**config.mk**
```make
export PLATFORM = sky130hd
export DESIGN_NAME = instr_encoder
export DESIGN_NICKNAME = d
export VERILOG_FILES = /design/src/rtl/instr_encoder.sv
export SDC_FILE = /design/constraint.sdc
export NUM_CORES = 1
export LEC_CHECK = 0
export CORE_MARGIN = 5
export CORE_UTILIZATION = 37
export CTS_BUF_LIST = sky130_fd_sc_hd__clkbuf_16
export DETAILED_ROUTE_END_ITERATION = 7
export GPL_TIMING_DRIVEN = 0
export SYNTH_ARGS = -nofsm -noshare
export SYNTH_HDL_FRONTEND = slang
export SYNTH_SLANG_ARGS = --single-unit
```
**constraint.sdc**
```tcl
create_clock -name clk -period 2.8 [get_ports clk]
set_input_delay 0.28 -clock clk [delete_from_list [all_inputs] [get_ports clk]]
set_output_delay 0.28 -clock clk [all_outputs]
set_load 0.05 [all_outputs]
```
**src/rtl/instr_encoder.sv**
```systemverilog
// RV32I instruction encoder: packs R/I/S/B fields into 32-bit words, buffers them in a FIFO
// and writes them to consecutive imem word addresses. Optional macro: INSTR_ENCODER_RANGE_CHECK_EN.
module instr_encoder #(
    parameter int          DEPTH     = 4,
    parameter int          ADDR_W    = 10,
    parameter int unsigned BASE_ADDR = 0
) (
    input  logic                         clk,
    input  logic                         rst,
    input  logic                         in_valid,
    output logic                         in_ready,
    input  logic [1:0]                   in_fmt,
    input  logic [6:0]                   in_opcode,
    input  logic [2:0]                   in_funct3,
    input  logic [6:0]                   in_funct7,
    input  logic [4:0]                   in_rs1,
    input  logic [4:0]                   in_rs2,
    input  logic [4:0]                   in_rd,
    input  logic [31:0]                  in_imm,
    input  logic                         addr_clr,
    output logic                         mem_we,
    output logic [ADDR_W-1:0]            mem_addr,
    output logic [31:0]                  mem_wdata,
    input  logic                         mem_ready,
    output logic [$clog2(DEPTH+1)-1:0]   pending,
    output logic                         err
);

    localparam int PTR_W = $clog2(DEPTH);
    localparam int CNT_W = $clog2(DEPTH + 1);
    localparam logic [ADDR_W-1:0] BASE = ADDR_W'(BASE_ADDR);

    localparam logic [1:0] FMT_R = 2'd0;
    localparam logic [1:0] FMT_I = 2'd1;
    localparam logic [1:0] FMT_S = 2'd2;

    logic [31:0]       fifo_q [DEPTH];
    logic [PTR_W-1:0]  wr_ptr_q;
    logic [PTR_W-1:0]  rd_ptr_q;
    logic [CNT_W-1:0]  count_q;
    logic [ADDR_W-1:0] addr_q;
    logic [31:0]       last_q;
    logic              err_q;

    logic [31:0] word;
    logic        imm_bad;
    logic        accept;
    logic        push;
    logic        pop;

    always_comb begin
        word = '0;
        case (in_fmt)
            FMT_R:   word = {in_funct7, in_rs2, in_rs1, in_funct3, in_rd, in_opcode};
            FMT_I:   word = {in_imm[11:0], in_rs1, in_funct3, in_rd, in_opcode};
            FMT_S:   word = {in_imm[11:5], in_rs2, in_rs1, in_funct3, in_imm[4:0], in_opcode};
            default: word = {in_imm[12], in_imm[10:5], in_rs2, in_rs1, in_funct3,
                             in_imm[4:1], in_imm[11], in_opcode};
        endcase
    end

`ifdef INSTR_ENCODER_RANGE_CHECK_EN
    always_comb begin
        imm_bad = 1'b0;
        case (in_fmt)
            FMT_R:   imm_bad = 1'b0;
            FMT_I,
            FMT_S:   imm_bad = ($signed(in_imm) < -32'sd2048) || ($signed(in_imm) > 32'sd2047);
            default: imm_bad = ($signed(in_imm) < -32'sd4096) || ($signed(in_imm) > 32'sd4094)
                               || in_imm[0];
        endcase
    end
`else
    // Upper immediate bits only matter to the range check; without it they are truncated.
    logic unused_imm_hi;
    assign unused_imm_hi = ^in_imm[31:13];
    assign imm_bad = 1'b0;
`endif

    // Full blocks input even when a pop happens in the same cycle.
    assign in_ready  = (count_q != CNT_W'(DEPTH));
    assign mem_we    = (count_q != '0);
    assign accept    = in_valid && in_ready;
    assign push      = accept && !imm_bad;
    assign pop       = mem_we && mem_ready;
    assign mem_addr  = addr_q;
    assign mem_wdata = mem_we ? fifo_q[rd_ptr_q] : last_q;
    assign pending   = count_q;
    assign err       = err_q;

    always_ff @(posedge clk) begin
        if (rst) begin
            wr_ptr_q <= '0;
            rd_ptr_q <= '0;
            count_q  <= '0;
            addr_q   <= BASE;
            last_q   <= '0;
            err_q    <= 1'b0;
        end else begin
            if (push) begin
                wr_ptr_q <= wr_ptr_q + PTR_W'(1);
            end
            if (pop) begin
                rd_ptr_q <= rd_ptr_q + PTR_W'(1);
                last_q   <= fifo_q[rd_ptr_q];
            end
            case ({push, pop})
                2'b10:   count_q <= count_q + CNT_W'(1);
                2'b01:   count_q <= count_q - CNT_W'(1);
                default: count_q <= count_q;
            endcase
            // A retiring write has already used the old address; clear takes priority.
            if (addr_clr) begin
                addr_q <= BASE;
            end else if (pop) begin
                addr_q <= addr_q + ADDR_W'(1);
            end
            if (accept && imm_bad) begin
                err_q <= 1'b1;
            end
        end
    end

    always_ff @(posedge clk) begin
        if (push) begin
            fifo_q[wr_ptr_q] <= word;
        end
    end

endmodule

```
==> impl_metrics.yaml <==
run_status:
  status: "complete, no violations"
timing:
  fin_skew_ns: 0.0119
  finalMaxSlewViolations: 0
  setup-violations-final: 0
  tns_ns: 0
  slew_headroom_pct: 60.2
  fin_crit_sh_pct: 95.1
  period_minus_slack_ns: 2.66
  max_freq_ghz: 0.376
  setup_slack_ns: 0.138
  final_hold_viol_count: 0
  rsz0062_at_grt: "no"
  whs_ns: 0.264
  worst_pin_slew_ns: 0.595
routing:
  finalWirelength_um: 14800
  top_layer_used: "met4"
  wl_met2_um: 7540
  vias: 3947
  dr.pass1.iters: 4
  drt_iter0_markers: 155
  drc_errors: 0
  wl_met3_um: 660
  wl_per_cell_um: 18.4
  antenna_left: 0
  met1Wirelength_um: 6570
  vias_per_cell: 4.89
cts:
  tritoncts: "done"
  cts.path.max_buffers: 2
  numCtsBuffers: 17
  cts-root-buf: "clkbuf_16"
  hold_buffers: 0
  cts.sinks: 179
  post_cts_buffers: 0
  cts.htree.levels: 4
  path_clk_slew_ns: 0.06
  clk_latency_ns: 0.41
placement:
  dp_slack_ns: -0.0145
  numPortBuffers: 97
  dpl_cell_area_sq_mm: 0.00856
  post-dp-hpwl_um: 9840
  place_congestion: 0.817
  place_inst: 775
synth:
  synth-seq-cells: 179
  seq_area_frac_synth_pct: 67.9
  syn-num-nets: 487
  synth_area_sq_mm: 0.00717
  synth.avg_cell_area_sq_um: 17.5
  yosysUniqueCellTypes: 41
  synthCells: 409
  ys_warn_count: 0
global_route:
  grt_max_degree: 25
  grt_pass1_vias: 4269
  grt_antenna_before_repair: 0
  grt_pass1_wl_um: 23400
  grt_overflow: 0
  grt_use_total_pct: 13.9
floorplan:
  die_w_um: 149
  io_pins: 119
  fp-row-count: 51
  die_y_um: 149
  start_util_pct: 37.2
  dieArea_sq_mm: 0.0223
  core_area_sq_mm: 0.0193
power:
  peakVddDrop_mv: 0.480
  p_leak_nw: 3.19
  p_per_area_mw_per_mm2: 1080
  finalPower_mw: 9.81
worst_setup_path:
  worstPathMaxFanout: 5
  cp-end-kind: "output pin"
  cpPeakStageDelay_ns: 0.73
  path_class: "reg -> out"
  start_kind: "register"
  cp.arrival_ns: 2.38
  crit_chain: "buf_6 -> mux4_2 -> mux2_2 -> clkdlybuf4s50_1"
  reg2reg_from: "pending[2]"
  reg2reg_slack_ns: 0.31
  critPathSlowestCell: "clkdlybuf4s50_1"
  cp.required_ns: 2.52
layout:
  antennaDiodeCount: 0
  drive_gt1_share_pct: 25.8
  stdcell_area_sq_mm: 0.00911
  final_util_pct: 47.3
  stdcell_count: 807
  area_delta_synth_final_pct: 27.0
  fillers: 1684
  fin_nets: 607
min_path:
  hold_path_class: "in -> reg"
  holdCritStartpoint: "in_valid"
run:
  maxCapViolCount: 0
==> registers in the layout (all words and copies together), names as in the netlist, named ones only <==
name and cells:
last_q 32, rd_ptr_q 2, mem_addr 10, fifo_q 128, pending 3, wr_ptr_q 2
==> metal layers <==
layer / GRT usage [%] / vias to the layer above
li1: - / 1869
met1: 17.9 / 1981
met2: 23.8 / 93
met3: 3.49 / 4
met4: 3.30 / 0
met5: 0 / -
==> report_power, final <==
part	switching, mW	internal [mW]
clock	0.973	1.31
sequential	0.148	3.19
combinational	2.63	1.56
total	3.75	6.06
==> cells in the final DEF (no fill, tap or decap), types with 3 or more instances in the layout <==
master and instances:
edfxtp_1 128, clkdlybuf4s50_1 66, dfxtp_1 51, mux2_2 47, mux4_2 32, a22o_1 32, dlygate4sd2_1 30, clkbuf_16 17
nor2_1 12, a21oi_1 12, inv_1 8, buf_2 7, buf_4 7, nand2_1 6, ha_1 6, nand3_1 5
buf_6 4, and3_2 4, xor2_1 4, or3_1 4, inv_6 4, buf_12 4, mux2i_1 3, o21ai_0 3
nand4_1 3, o31ai_1 3, or4_1 3, clkinvlp_4 3
==> kinds of logic (layout without fill, tap and decap cells) <==
family	Yosys count	after routing	share of synthesized area, %
compound gates	58	58	6.35
buf+inv	31	164	2.41
xor+xnor	6	6	0.733
other cells	1	1	0.0523
fa+ha+maj	7	7	1.33
mux	82	82	17.9
flops	179	179	67.9
simple gates	45	45	3.42
==> final cells by class <==
class                   instances  area, sq um  area share, %
flip-flops and latches        179         4860           53.4
inverters                       7         26.3          0.289
repair buffers                101         1020           11.2
clock inverters                15          143           1.57
plain buffers                  24          158           1.73
multi-input cells             199         2140           23.5
clock buffers                  17          425           4.67
well taps                     265          332           3.64
==> synth_stat cells <==
library cell    n  share of area (%)
nor2_4          1               0.16
nor2b_1         1              0.087
or3_1           4               0.35
nand3_1         5               0.35
ha_1            6                1.0
nand4_1         3               0.26
buf_2           9               0.63
o311ai_0        2               0.24
fa_1            1               0.28
o21ai_0         3               0.21
nand2_1         6               0.31
or3b_1          1               0.12
dfxtp_1        51                 14
nor4_1          2               0.17
mux2_2         47                7.4
mux2i_1         3               0.42
nor2_1         12               0.63
xnor2_1         2               0.24
inv_2           1              0.052
or2_2           1              0.087
and3_1          4               0.35
conb_1          1              0.052
nand2b_1        1              0.087
a22o_1         32                3.9
inv_1           6               0.31
buf_4           4               0.42
nor3_2          1               0.14
xor2_1          4               0.49
a211oi_1        1               0.10
o31ai_1         3               0.31
o21a_1          1               0.10
buf_1           3               0.16
o31ai_4         1               0.30
a21oi_1        12               0.84
clkbuf_1        4               0.21
o31a_1          1               0.12
buf_6           4               0.63
or4_1           3               0.31
mux4_2         32                 10
edfxtp_1      128                 54
a21o_1          2               0.21
==> what timing repair did <==
action	4_1_cts	5_1_grt
setup endpoints to repair	33	11
resized for setup	37	1
endpoints found under the hold margin	0	0
pin swaps	0	1
==> path summary, 6_finish.rpt <==
path | endpoint | cells past startpoint
setup / recovery | mem_wdata[0] | 4
hold / removal | wr_ptr_q[1] | 3
setup reg to reg | pending[2] | 9
hold reg to reg | last_q[2] | 1
==> worst max-delay path: cells and delay by family, from the launching register on <==
| family | cells | cell delay, ns |
|---|---|---|
| flip-flops | 1 | 0.32 |
| multiplexers | 2 | 0.78 |
| buffers and inverters | 2 | 0.87 |
Power figures use the tool's default switching activity.
